File: src/rtl/imem_loader_pkg.sv
// Shared controller definitions: opcodes, loader error codes and FSM encoding.
// The decoder imports the same package so opcode values live in one place.
package imem_loader_pkg;

    localparam logic [3:0] OP_BLOCK_END      = 4'd8;
    localparam logic [3:0] OP_PU_BLOCK_START = 4'd10;

    localparam logic [1:0] ERR_NONE    = 2'd0;
    localparam logic [1:0] ERR_SIZE    = 2'd1;
    localparam logic [1:0] ERR_NO_LAST = 2'd2;
    localparam logic [1:0] ERR_EXTRA   = 2'd3;

    typedef enum logic [2:0] {
        S_IDLE,
        S_LOAD,
        S_CHECK,
        S_START,
        S_WAIT_DONE,
        S_DONE,
        S_ERROR
    } state_t;

endpackage

File: src/rtl/imem_prog_checker.sv
// Program structure tracker: skips PU payload spans, counts BLOCK_ENDs and
// flags a missing or non-final last BLOCK_END.
module imem_prog_checker
    import imem_loader_pkg::*;
#(
    parameter int INST_W    = 32,
    parameter int OP_CODE_W = 4,
    parameter int IMM_WIDTH = 16,
    parameter int CNT_W     = 10
) (
    input  logic              clk,
    input  logic              reset,
    input  logic              clear,
    input  logic              word_v,
    input  logic [INST_W-1:0] word,
    output logic              last_seen,
    output logic              extra,
    output logic [CNT_W-1:0]  num_blocks
);

    logic [IMM_WIDTH:0]     pu_left;
    logic [OP_CODE_W-1:0]   op;
    logic [IMM_WIDTH-1:0]   imm;
    logic                   unused_mid;

    assign op         = word[INST_W-1 -: OP_CODE_W];
    assign imm        = word[IMM_WIDTH-1:0];
    assign unused_mid = ^word[INST_W-OP_CODE_W-1:IMM_WIDTH];

    always_ff @(posedge clk or negedge reset) begin
        if (!reset) begin
            pu_left    <= '0;
            last_seen  <= 1'b0;
            extra      <= 1'b0;
            num_blocks <= '0;
        end else if (clear) begin
            pu_left    <= '0;
            last_seen  <= 1'b0;
            extra      <= 1'b0;
            num_blocks <= '0;
        end else if (word_v) begin
            if (pu_left != '0) begin
                pu_left <= pu_left - 1'b1;
            end else begin
                if (last_seen)
                    extra <= 1'b1;
                // span counter is one bit wider than imm so N=0xFFFF yields 0x10000
                if (op == OP_CODE_W'(OP_PU_BLOCK_START)) begin
                    pu_left <= {1'b0, imm} + 1'b1;
                end else if (op == OP_CODE_W'(OP_BLOCK_END)) begin
                    if (num_blocks != '1)
                        num_blocks <= num_blocks + 1'b1;
                    if (imm[0])
                        last_seen <= 1'b1;
                end
            end
        end
    end

endmodule

File: src/rtl/imem_loader.sv
// Instruction-memory loader: writes a host program from address 0, validates
// its structure, then launches the decoder and reports completion.
module imem_loader
    import imem_loader_pkg::*;
#(
    parameter int IMEM_ADDR_W = 10,
    parameter int INST_W      = 32,
    parameter int OP_CODE_W   = 4,
    parameter int IMM_WIDTH   = 16
) (
    input  logic                   clk,
    input  logic                   reset,
    input  logic                   load_v,
    input  logic [IMEM_ADDR_W:0]   load_num_inst,
    output logic                   load_ready,
    input  logic [INST_W-1:0]      inst_data,
    input  logic                   inst_valid,
    output logic                   inst_ready,
    output logic                   imem_write_req,
    output logic [IMEM_ADDR_W-1:0] imem_write_addr,
    output logic [INST_W-1:0]      imem_write_data,
    output logic                   start,
    input  logic                   done,
    output logic                   prog_done,
    output logic                   prog_err,
    output logic [1:0]             err_code,
    output logic [IMEM_ADDR_W-1:0] num_blocks
);

    localparam logic [IMEM_ADDR_W:0] MAX_SIZE = {1'b1, {IMEM_ADDR_W{1'b0}}};

    state_t               state, state_nx;
    logic [IMEM_ADDR_W:0] size, cnt;
    logic                 cmd_acc, word_acc, bad_size, last_word;
    logic                 last_seen, extra;

    assign cmd_acc   = load_v && load_ready;
    assign word_acc  = inst_valid && inst_ready;
    assign bad_size  = (load_num_inst == '0) || (load_num_inst > MAX_SIZE);
    assign last_word = word_acc && (cnt == size - 1'b1);

    always_comb begin
        state_nx   = state;
        load_ready = 1'b0;
        inst_ready = 1'b0;
        start      = 1'b0;
        prog_done  = 1'b0;
        case (state)
            S_IDLE: begin
                load_ready = 1'b1;
                if (load_v)
                    state_nx = bad_size ? S_ERROR : S_LOAD;
            end
            S_LOAD: begin
                inst_ready = 1'b1;
                if (last_word)
                    state_nx = S_CHECK;
            end
            S_CHECK:     state_nx = (extra || !last_seen) ? S_ERROR : S_START;
            S_START: begin
                start    = 1'b1;
                state_nx = S_WAIT_DONE;
            end
            S_WAIT_DONE: if (done) state_nx = S_DONE;
            S_DONE: begin
                prog_done = 1'b1;
                state_nx  = S_IDLE;
            end
            S_ERROR:     state_nx = S_IDLE;
            default:     state_nx = S_IDLE;
        endcase
    end

    always_ff @(posedge clk or negedge reset) begin
        if (!reset) begin
            state           <= S_IDLE;
            size            <= '0;
            cnt             <= '0;
            prog_err        <= 1'b0;
            err_code        <= ERR_NONE;
            imem_write_req  <= 1'b0;
            imem_write_addr <= '0;
            imem_write_data <= '0;
        end else begin
            state          <= state_nx;
            imem_write_req <= word_acc;
            if (word_acc) begin
                imem_write_addr <= cnt[IMEM_ADDR_W-1:0];
                imem_write_data <= inst_data;
                cnt             <= cnt + 1'b1;
            end
            if (cmd_acc) begin
                size     <= load_num_inst;
                cnt      <= '0;
                prog_err <= 1'b0;
                err_code <= bad_size ? ERR_SIZE : ERR_NONE;
            end
            // later assignment wins over the clear above for a rejected command
            if (state_nx == S_ERROR)
                prog_err <= 1'b1;
            if (state == S_CHECK)
                err_code <= extra ? ERR_EXTRA : (!last_seen ? ERR_NO_LAST : ERR_NONE);
        end
    end

    imem_prog_checker #(
        .INST_W    (INST_W),
        .OP_CODE_W (OP_CODE_W),
        .IMM_WIDTH (IMM_WIDTH),
        .CNT_W     (IMEM_ADDR_W)
    ) u_checker (
        .clk        (clk),
        .reset      (reset),
        .clear      (cmd_acc),
        .word_v     (word_acc),
        .word       (inst_data),
        .last_seen  (last_seen),
        .extra      (extra),
        .num_blocks (num_blocks)
    );

endmodule
File: config.mk
export PLATFORM = sky130hd
export DESIGN_NAME = imem_loader
export DESIGN_NICKNAME = d
export VERILOG_FILES = /design/src/rtl/imem_loader_pkg.sv /design/src/rtl/imem_prog_checker.sv /design/src/rtl/imem_loader.sv
export SDC_FILE = /design/constraint.sdc
export NUM_CORES = 1
export LEC_CHECK = 0
export ABC_AREA = 0
export CAP_MARGIN = 20
export CORE_ASPECT_RATIO = 1.25
export CORE_MARGIN = 1
export CORE_UTILIZATION = 30
export DETAILED_ROUTE_END_ITERATION = 8
export MAX_ROUTING_LAYER = met4
export PLACE_DENSITY = 0.5
export SLEW_MARGIN = 10
export SYNTH_ARGS = -nofsm -noshare
export SYNTH_HDL_FRONTEND = slang
export SYNTH_SLANG_ARGS = --single-unit
File: constraint.sdc
create_clock -name clk -period 3.4 [get_ports clk]
set_input_delay 0.51 -clock clk [delete_from_list [all_inputs] [get_ports clk]]
set_output_delay 0.51 -clock clk [all_outputs]
set_load 0.05 [all_outputs]
==> metrics.csv, run 1 <==
stage,metric,value,unit
synthesis,dominantRegCellSynth,sky130_fd_sc_hd__dfrtp_1,
final_layout,finish.net_count,760,
worst_setup_path,critPathMostFrequentCell,sky130_fd_sc_hd__nand2_1,
drt,drt-initial-drc-count,207,
power_and_ir_drop,cellLeakagePower,3.03,nW
synthesis,yosys_warnings,0,
flow_run,max_cap_violations,0,
sta,grt_setup_unrepaired,false,
synthesis,post_synthesis_cell_count,606,
drt,routed_length_per_placed_instance,15.3,µm
final_layout,fillers,1731,
grt,initial_antenna_violation_count,0,
synthesis,yosys_register_bits,100,
sta,layout_worst_path_cycle_share,89.5,%
synthesis,synth.net_count,659,
power_and_ir_drop,power_density,884,nW/µm²
sta,fin_worst_skew,6.48,ps
floorplanning,coreArea,16800,µm²
floorplanning,boundaryPins,108,
hold_path,worstHoldPathType,primary input to async pin,
final_layout,layout.core_utilization,40.4,%
grt,grt_first_pass_wirelength,24.0,mm
drt,first_pass_detailed_route_iteration_total,4,
grt,vias_in_the_first_global_route,4708,
grt,grt_max_degree,63,
worst_setup_path,cp_cell_sequence,"inv_1, ha_1, or3b_2, nor4_4, nand2_1, nand2_1, o21ai_0, a22o_1",
clock_network,cts.htree.levels,3,
synthesis,synth_top_area_cell,sky130_fd_sc_hd__dfrtp_1,
synthesis,postSynthAreaPerCell,8.50,µm²
drt,drt_drc_violations_left,0,
sta,worst_slew_pin_slew,832,ps
clock_network,longest_clk_path_bufs,2,
synthesis,synth_area_leaders,"sky130_fd_sc_hd__dfrtp_1 (49%), sky130_fd_sc_hd__nand2_1 (13%), sky130_fd_sc_hd__xnor2_1 (4.4%)",
floorplanning,num_rows,53,
clock_network,tritoncts,yes,
sta,setup-tns-final,0,ps
clock_network,clock_latency,350,ps
worst_setup_path,critPathCaptureType,flop,
clock_network,cts-root-buf,sky130_fd_sc_hd__clkbuf_16,
final_layout,area_growth,31.6,%
worst_setup_path,path_max_fanout,18,
synthesis,post_synth_edffs,0,
clock_network,tritoncts_num_sinks,100,
final_layout,diodes,0,
sta,final_period_minus_worst_setup_slack,3040,ps
clock_network,post-cts-setup-buffers,0,
sta,timing.fmax,0.329,GHz
sta,timing.final.max_slew_violations,0,
synthesis,fraction_of_registers_with_async_set_or_reset_after_synthesis,100,%
floorplanning,die_height,148,µm
worst_setup_path,slowest_stage,sky130_fd_sc_hd__or3b_2,
grt,overflow,0,
place,port_buffers,107,
synthesis,synth.lib_cells_used.distinct,51,
run_status,result_of_the_run,"complete, no violations",
worst_setup_path,critical-path-top-delay-family,simple AND/OR/NAND/NOR gates,
drt,route.detailed.vias_per_inst,4.91,
final_layout,post_route_cells_drive_above_1_share,4.63,%
sta,final-setup-viol-count,0,
drt,route.vias.total,4576,
drt,detail_route.wirelength,14.2,mm
floorplanning,die_area,17700,µm²
worst_setup_path,critical_path_required,3640,ps
grt,groute.usage.overall,17.7,%
clock_network,hold_buffers,0,
synthesis,seq_area_frac_synth,48.6,%
worst_setup_path,buffers_plus_inverters_on_the_worst_setup_path,1,
clock_network,clkSlewWorstSetupHoldPaths,70,ps
floorplanning,die_width,119,µm
place,gpl.final_weighted_congestion,0.853,
synthesis,synth_top_cell_area_share,48.6,%
worst_setup_path,timing.critical_path.arrival,3280,ps
synthesis,synth.cell_area,5150,µm²
drt,drtAntennaViolNets,0,
place,dp_hpwl,10.3,mm
power_and_ir_drop,irDropWorstVdd,0.477,mV
sta,final_hold_viol_count,0,
floorplanning,initial_core_utilization,30.7,%
worst_setup_path,critPathMaxStageDelay,540,ps
clock_network,cts_made_buffers,9,
sta,relSlewSlack,44.5,%
worst_setup_path,timing.critical_path.from_type,flop,
worst_setup_path,timing.setup.critical_path_class,flop to flop,
clock_network,ctsResizeCount,0,
-- report_power, final --
part,switching (W),internal (W)
clock network,0.000478,0.000581
logic,0.00199,0.00106
registers,0.000330,0.00155
-- sequential cells by signal, indices dropped and copies added, names as in the netlist, 2 cells and up --
register,count
imem_write_addr,10
err_code,2
cnt,11
u_checker.pu_left,17
state,3
size,11
u_checker.num_blocks,10
imem_write_data,32
-- worst register-to-register path, cell delays in order, from the launching register on --
cell and delay [ps]:
sky130_fd_sc_hd__dfrtp_1 410, sky130_fd_sc_hd__inv_1 90, sky130_fd_sc_hd__ha_1 190, sky130_fd_sc_hd__or3b_2 540, sky130_fd_sc_hd__nor4_4 460, sky130_fd_sc_hd__nand2_1 440, sky130_fd_sc_hd__nand2_1 380, sky130_fd_sc_hd__o21ai_0 140
sky130_fd_sc_hd__a22o_1 270
-- through the flow --
stage,area [µm²],hold slack (ps),total power [W],instances,worst slack (ps)
after floorplan,5150,214,0.00396,606,116
after global placement,6480,459,0.00493,916,470
after detailed placement,6480,462,0.00496,916,388
after CTS,6780,283,0.00606,932,372
after global routing,6780,326,0.00640,932,112
final,6780,247,0.00599,932,358
-- layout make-up --
| type | instances | area (µm²) | area share, % |
|---|---|---|---|
| inverter | 12 | 45.0 | 0.665 |
| clock inverter | 6 | 72.6 | 1.07 |
| tap | 220 | 275 | 4.06 |
| multi-input combinational | 468 | 2500 | 37.0 |
| clock buffer | 10 | 229 | 3.38 |
| sequential | 100 | 2500 | 36.9 |
| timing repair buffer | 116 | 1150 | 16.9 |
-- cells by family (layout without fill, tap and decap cells) --
group	count (synthesis)	in the layout	synth area share (%)
XOR/XNOR	44	44	7.48
AND/OR/NAND/NOR	339	339	30.0
buffers and inverters	38	144	2.79
adder cells (fa/ha/maj)	5	5	1.22
AO/OA/AOI/OAI	77	77	9.33
multiplexers	3	3	0.583
flip-flops	100	100	48.6
-- cells in the mapped netlist, types with 2 or more instances --
library cell	count
sky130_fd_sc_hd__and3_1	2
sky130_fd_sc_hd__xnor2_1	26
sky130_fd_sc_hd__nand4_1	7
sky130_fd_sc_hd__or3_1	9
sky130_fd_sc_hd__dfrtp_1	100
sky130_fd_sc_hd__nor2_1	51
sky130_fd_sc_hd__mux2i_1	3
sky130_fd_sc_hd__inv_1	12
sky130_fd_sc_hd__or3b_2	2
sky130_fd_sc_hd__clkbuf_1	23
sky130_fd_sc_hd__or2_2	2
sky130_fd_sc_hd__o211ai_1	5
sky130_fd_sc_hd__and2_0	2
sky130_fd_sc_hd__buf_1	2
sky130_fd_sc_hd__o21ai_1	3
sky130_fd_sc_hd__a31oi_1	6
sky130_fd_sc_hd__nand2_1	184
sky130_fd_sc_hd__nor3_1	12
sky130_fd_sc_hd__or4_1	4
sky130_fd_sc_hd__nor2b_1	4
sky130_fd_sc_hd__ha_1	5
sky130_fd_sc_hd__and4_1	3
sky130_fd_sc_hd__nand3_1	26
sky130_fd_sc_hd__nand2b_1	3
sky130_fd_sc_hd__xor2_1	18
sky130_fd_sc_hd__nor3b_1	8
sky130_fd_sc_hd__a21oi_1	7
sky130_fd_sc_hd__a22o_1	8
sky130_fd_sc_hd__nor4_1	12
sky130_fd_sc_hd__o31ai_1	2
sky130_fd_sc_hd__a21o_1	2
sky130_fd_sc_hd__o21ai_0	34
-- cell usage in the layout, fill, tap and decap left out, types with 12 or more instances in the layout --
master | netlist | final
sky130_fd_sc_hd__xor2_1 | 18 | 18
sky130_fd_sc_hd__inv_1 | 12 | 12
sky130_fd_sc_hd__nand3_1 | 26 | 26
sky130_fd_sc_hd__nand2_1 | 184 | 183
sky130_fd_sc_hd__dfrtp_1 | 100 | 100
sky130_fd_sc_hd__nor2_1 | 51 | 51
sky130_fd_sc_hd__nor4_1 | 12 | 12
sky130_fd_sc_hd__o21ai_0 | 34 | 34
sky130_fd_sc_hd__xnor2_1 | 26 | 26
sky130_fd_sc_hd__nor3_1 | 12 | 12
sky130_fd_sc_hd__clkdlybuf4s50_1 | 0 | 106
-- path summary, 6_finish.rpt --
check,from,to,slack (ps),cells past startpoint
hold reg to reg,prog_err,prog_err,470,2
max in group asynchronous,reset,size[8],2450,2
min in group clk,prog_err,prog_err,470,2
setup reg to reg,u_checker.pu_left[0],u_checker.pu_left[9],360,8
setup / recovery,u_checker.pu_left[0],u_checker.pu_left[9],360,8
hold / removal,reset,imem_write_data[3],250,1
-- layer usage --
metal / share of wire, % / GRT usage, % / vias to the layer above
met5: 0 / - / -
met4: 1.8 / 7.22 / 0
met3: 4.3 / 2.80 / 15
met2: 48 / 28.5 / 119
met1: 46 / 22.1 / 2188
li1: - / - / 2254
(Power assumes the default switching activity.)
==> inputs of run 2 (changes only) <==
- CAP_MARGIN: 20 -> 5
- PLACE_DENSITY: 0.5 -> 0.52
- clock period: 3.4 -> 2.5 ns (I/O delays scaled with it)
==> run 2 against run 1 <==
  * Utilization increased by 1.1 points
  * Register-to-register slack got worse by 260 ps
  * Sequential power grew 37%
  * Routed wire length up 1.0%
  * Maximum frequency grew 26%
  * First-iteration DRC count increased by 8.7%
  * Die area unchanged
  * Cell area up 2.7%
  * Via count increased by 2.6%
  * Non-clock buffer count is 22 higher
  * Clock power up 27%
  * Worst hold slack got worse by 250 ps
  * Largest cell class unchanged
==> metrics.csv, run 2 (synthesis gave the netlist of run 1 again) <==
stage,metric,value,unit
worst_setup_path,timing.critical_path.arrival,2630,ps
final_layout,layout_common_cells,"sky130_fd_sc_hd__nand2_1 (181), sky130_fd_sc_hd__clkdlybuf4s50_1 (106), sky130_fd_sc_hd__dfrtp_1 (100)",
floorplanning,initial_core_utilization,30.7,%
power_and_ir_drop,power_density,1200,nW/µm²
place,dp_cells,938,
clock_network,cts_made_buffers,9,
drt,detail_route.wirelength,14.4,mm
place,gpl.final_weighted_congestion,0.903,
power_and_ir_drop,irDropWorstVdd,0.602,mV
power_and_ir_drop,power.share.clock,16.2,%
clock_network,clock_latency,350,ps
worst_setup_path,critical_path_required,2720,ps
power_and_ir_drop,power_consumption,0.00833,W
final_layout,post_layout_nonfiller_instances,954,
final_layout,largest_register_ff_count,32,
drt,first_pass_detailed_route_iteration_total,4,
run_status,result_of_the_run,"complete, no violations",
floorplanning,boundaryPins,108,
grt,vias_in_the_first_global_route,4805,
floorplanning,coreArea,16800,µm²
floorplanning,die_area,17700,µm²
place,port_buffers,107,
sta,worst_hold_slack,1.37,ps
clock_network,hold_buffers,0,
power_and_ir_drop,cellLeakagePower,3.14,nW
drt,drt_drc_violations_left,0,
final_layout,top_register,imem_write_data,
sta,final_period_minus_worst_setup_slack,2410,ps
power_and_ir_drop,share_seq_of_total_power,30.8,%
drt,drtAntennaViolNets,0,
final_layout,most_common_cell_after_layout_fill_and_taps_aside,sky130_fd_sc_hd__nand2_1,
drt,route.vias.total,4694,
hold_path,worstHoldPathType,primary input to async pin,
clock_network,longest_clk_path_bufs,2,
clock_network,tritoncts_num_sinks,100,
sta,timing.fmax,0.416,GHz
flow_run,max_cap_violations,0,
floorplanning,die_height,148,µm
sta,final-setup-viol-count,0,
final_layout,post_route_cells_drive_above_1_share,8.58,%
grt,grt_first_pass_wirelength,24.2,mm
place,dp_hpwl,10.6,mm
sta,final_hold_viol_count,0,
worst_setup_path,timing.critical_path.from_type,flop,
grt,overflow,0,
floorplanning,num_rows,53,
power_and_ir_drop,comb_power_share,52.9,%
grt,grt_max_degree,42,
clock_network,clkSlewWorstSetupHoldPaths,70,ps
sta,fin_worst_skew,7.59,ps
sta,worst_slew_pin_slew,574,ps
final_layout,largest_registers,"imem_write_data x32, u_checker.pu_left x17",
power_and_ir_drop,switchingPower,0.00390,W
clock_network,tritoncts,yes,
final_layout,fillers,1669,
drt,route.detailed.vias_per_inst,4.92,
worst_setup_path,timing.setup.critical_path_class,flop to flop,
floorplanning,die_width,119,µm
final_layout,area_growth,35.2,%
sta,setup-tns-final,0,ps
clock_network,cts.htree.levels,3,
grt,initial_antenna_violation_count,0,
worst_setup_path,path_max_fanout,5,
grt,groute.usage.overall,17.7,%
place,preCtsSetupSlack,-93.6,ps
sta,grt_setup_unrepaired,true,
worst_setup_path,critPathCaptureType,flop,
drt,drt-initial-drc-count,225,
sta,setup_ws_post_layout,94.9,ps
power_and_ir_drop,p_sw_share,46.8,%
final_layout,finish.net_count,782,
clock_network,cts-root-buf,sky130_fd_sc_hd__clkbuf_16,
drt,routed_length_per_placed_instance,15.1,µm
power_and_ir_drop,intPower,0.00444,W
final_layout,diodes,0,
sta,layout_worst_path_cycle_share,96.2,%
sta,timing.final.max_slew_violations,0,
sta,relSlewSlack,61.6,%
run 2: cell count changes in the layout (fill, tap and decap cells not counted), sizes merged:
| cell | before | now |
|---|---|---|
| buf | 10 | 32 |
| inv | 14 | 15 |
| clkinv | 3 | 2 |
| bufinv | 1 | 0 |
| clkinvlp | 0 | 1 |
run 2: layer usage:
layer	vias up	GRT usage (%)	wire [µm]
met1	2264	22.1	6570
met2	117	28.5	6870
met5	-	-	0
met4	0	6.46	229
li1	2297	-	-
met3	16	3.53	711
run 2: final timing paths:
check                                       to  slack (ps)                start  cells after the start
setup / recovery                      state[0]          90              size[0]                      9
hold / removal              imem_write_data[5]           1                reset                      1
setup reg to reg                      state[0]          90              size[0]                      9
hold reg to reg            imem_write_data[25]         480  imem_write_data[25]                      2
max in group asynchronous              size[3]        1780                reset                      2
min in group clk           imem_write_data[25]         480  imem_write_data[25]                      2
run 2: stage by stage:
stage	cell area (µm²)	util [%]
CTS	6940	41.3
floorplan	5160	-
finish	6960	41.5
detailed placement	6660	39.7
global route	6960	41.5
global placement	6660	39.7
run 2: power groups by stage:
| stage | combinational, W | sequential (W) | clock, W |
|---|---|---|---|
| after detailed placement | 0.00438 | 0.00258 | 0 |
| after CTS | 0.00440 | 0.00257 | 0.00139 |
| after floorplan | 0.00200 | 0.00341 | 0 |
| final | 0.00441 | 0.00257 | 0.00135 |
| after global routing | 0.00482 | 0.00265 | 0.00145 |
| after global placement | 0.00434 | 0.00257 | 0 |
run 2: cell type report:
type                            instances  area, µm²  share of cell area, %
Inverter                               12       45.0                  0.647
Clock buffer                           10        229                   3.29
Tap cell                              220        275                   3.95
Timing Repair Buffer                  138       1310                   18.9
Multi-Input combinational cell        468       2550                   36.6
Sequential cell                       100       2500                   35.9
Clock inverter                          6       47.5                  0.683
run 2: what timing repair did:
item	in CTS	in global routing
endpoints found under the setup margin	5	28
gates resized for setup	1	9
cloned	0	0
pin swaps	0	1
buffers inserted	0	0
run 2: worst max-delay path: stages (launching register included):
cell and delay [ps]:
sky130_fd_sc_hd__dfrtp_1 430, sky130_fd_sc_hd__inv_1 90, sky130_fd_sc_hd__ha_1 160, sky130_fd_sc_hd__or3b_2 520, sky130_fd_sc_hd__nor4_1 240, sky130_fd_sc_hd__a32o_1 160
sky130_fd_sc_hd__a21oi_1 40, sky130_fd_sc_hd__nor4_1 380, sky130_fd_sc_hd__buf_4 190, sky130_fd_sc_hd__o41ai_1 60
==> inputs of run 3 (changes only) <==
- CAP_MARGIN: 5 -> 25
==> results of run 3 <==
Final layout, timing and power as in run 2 (identical DEF).
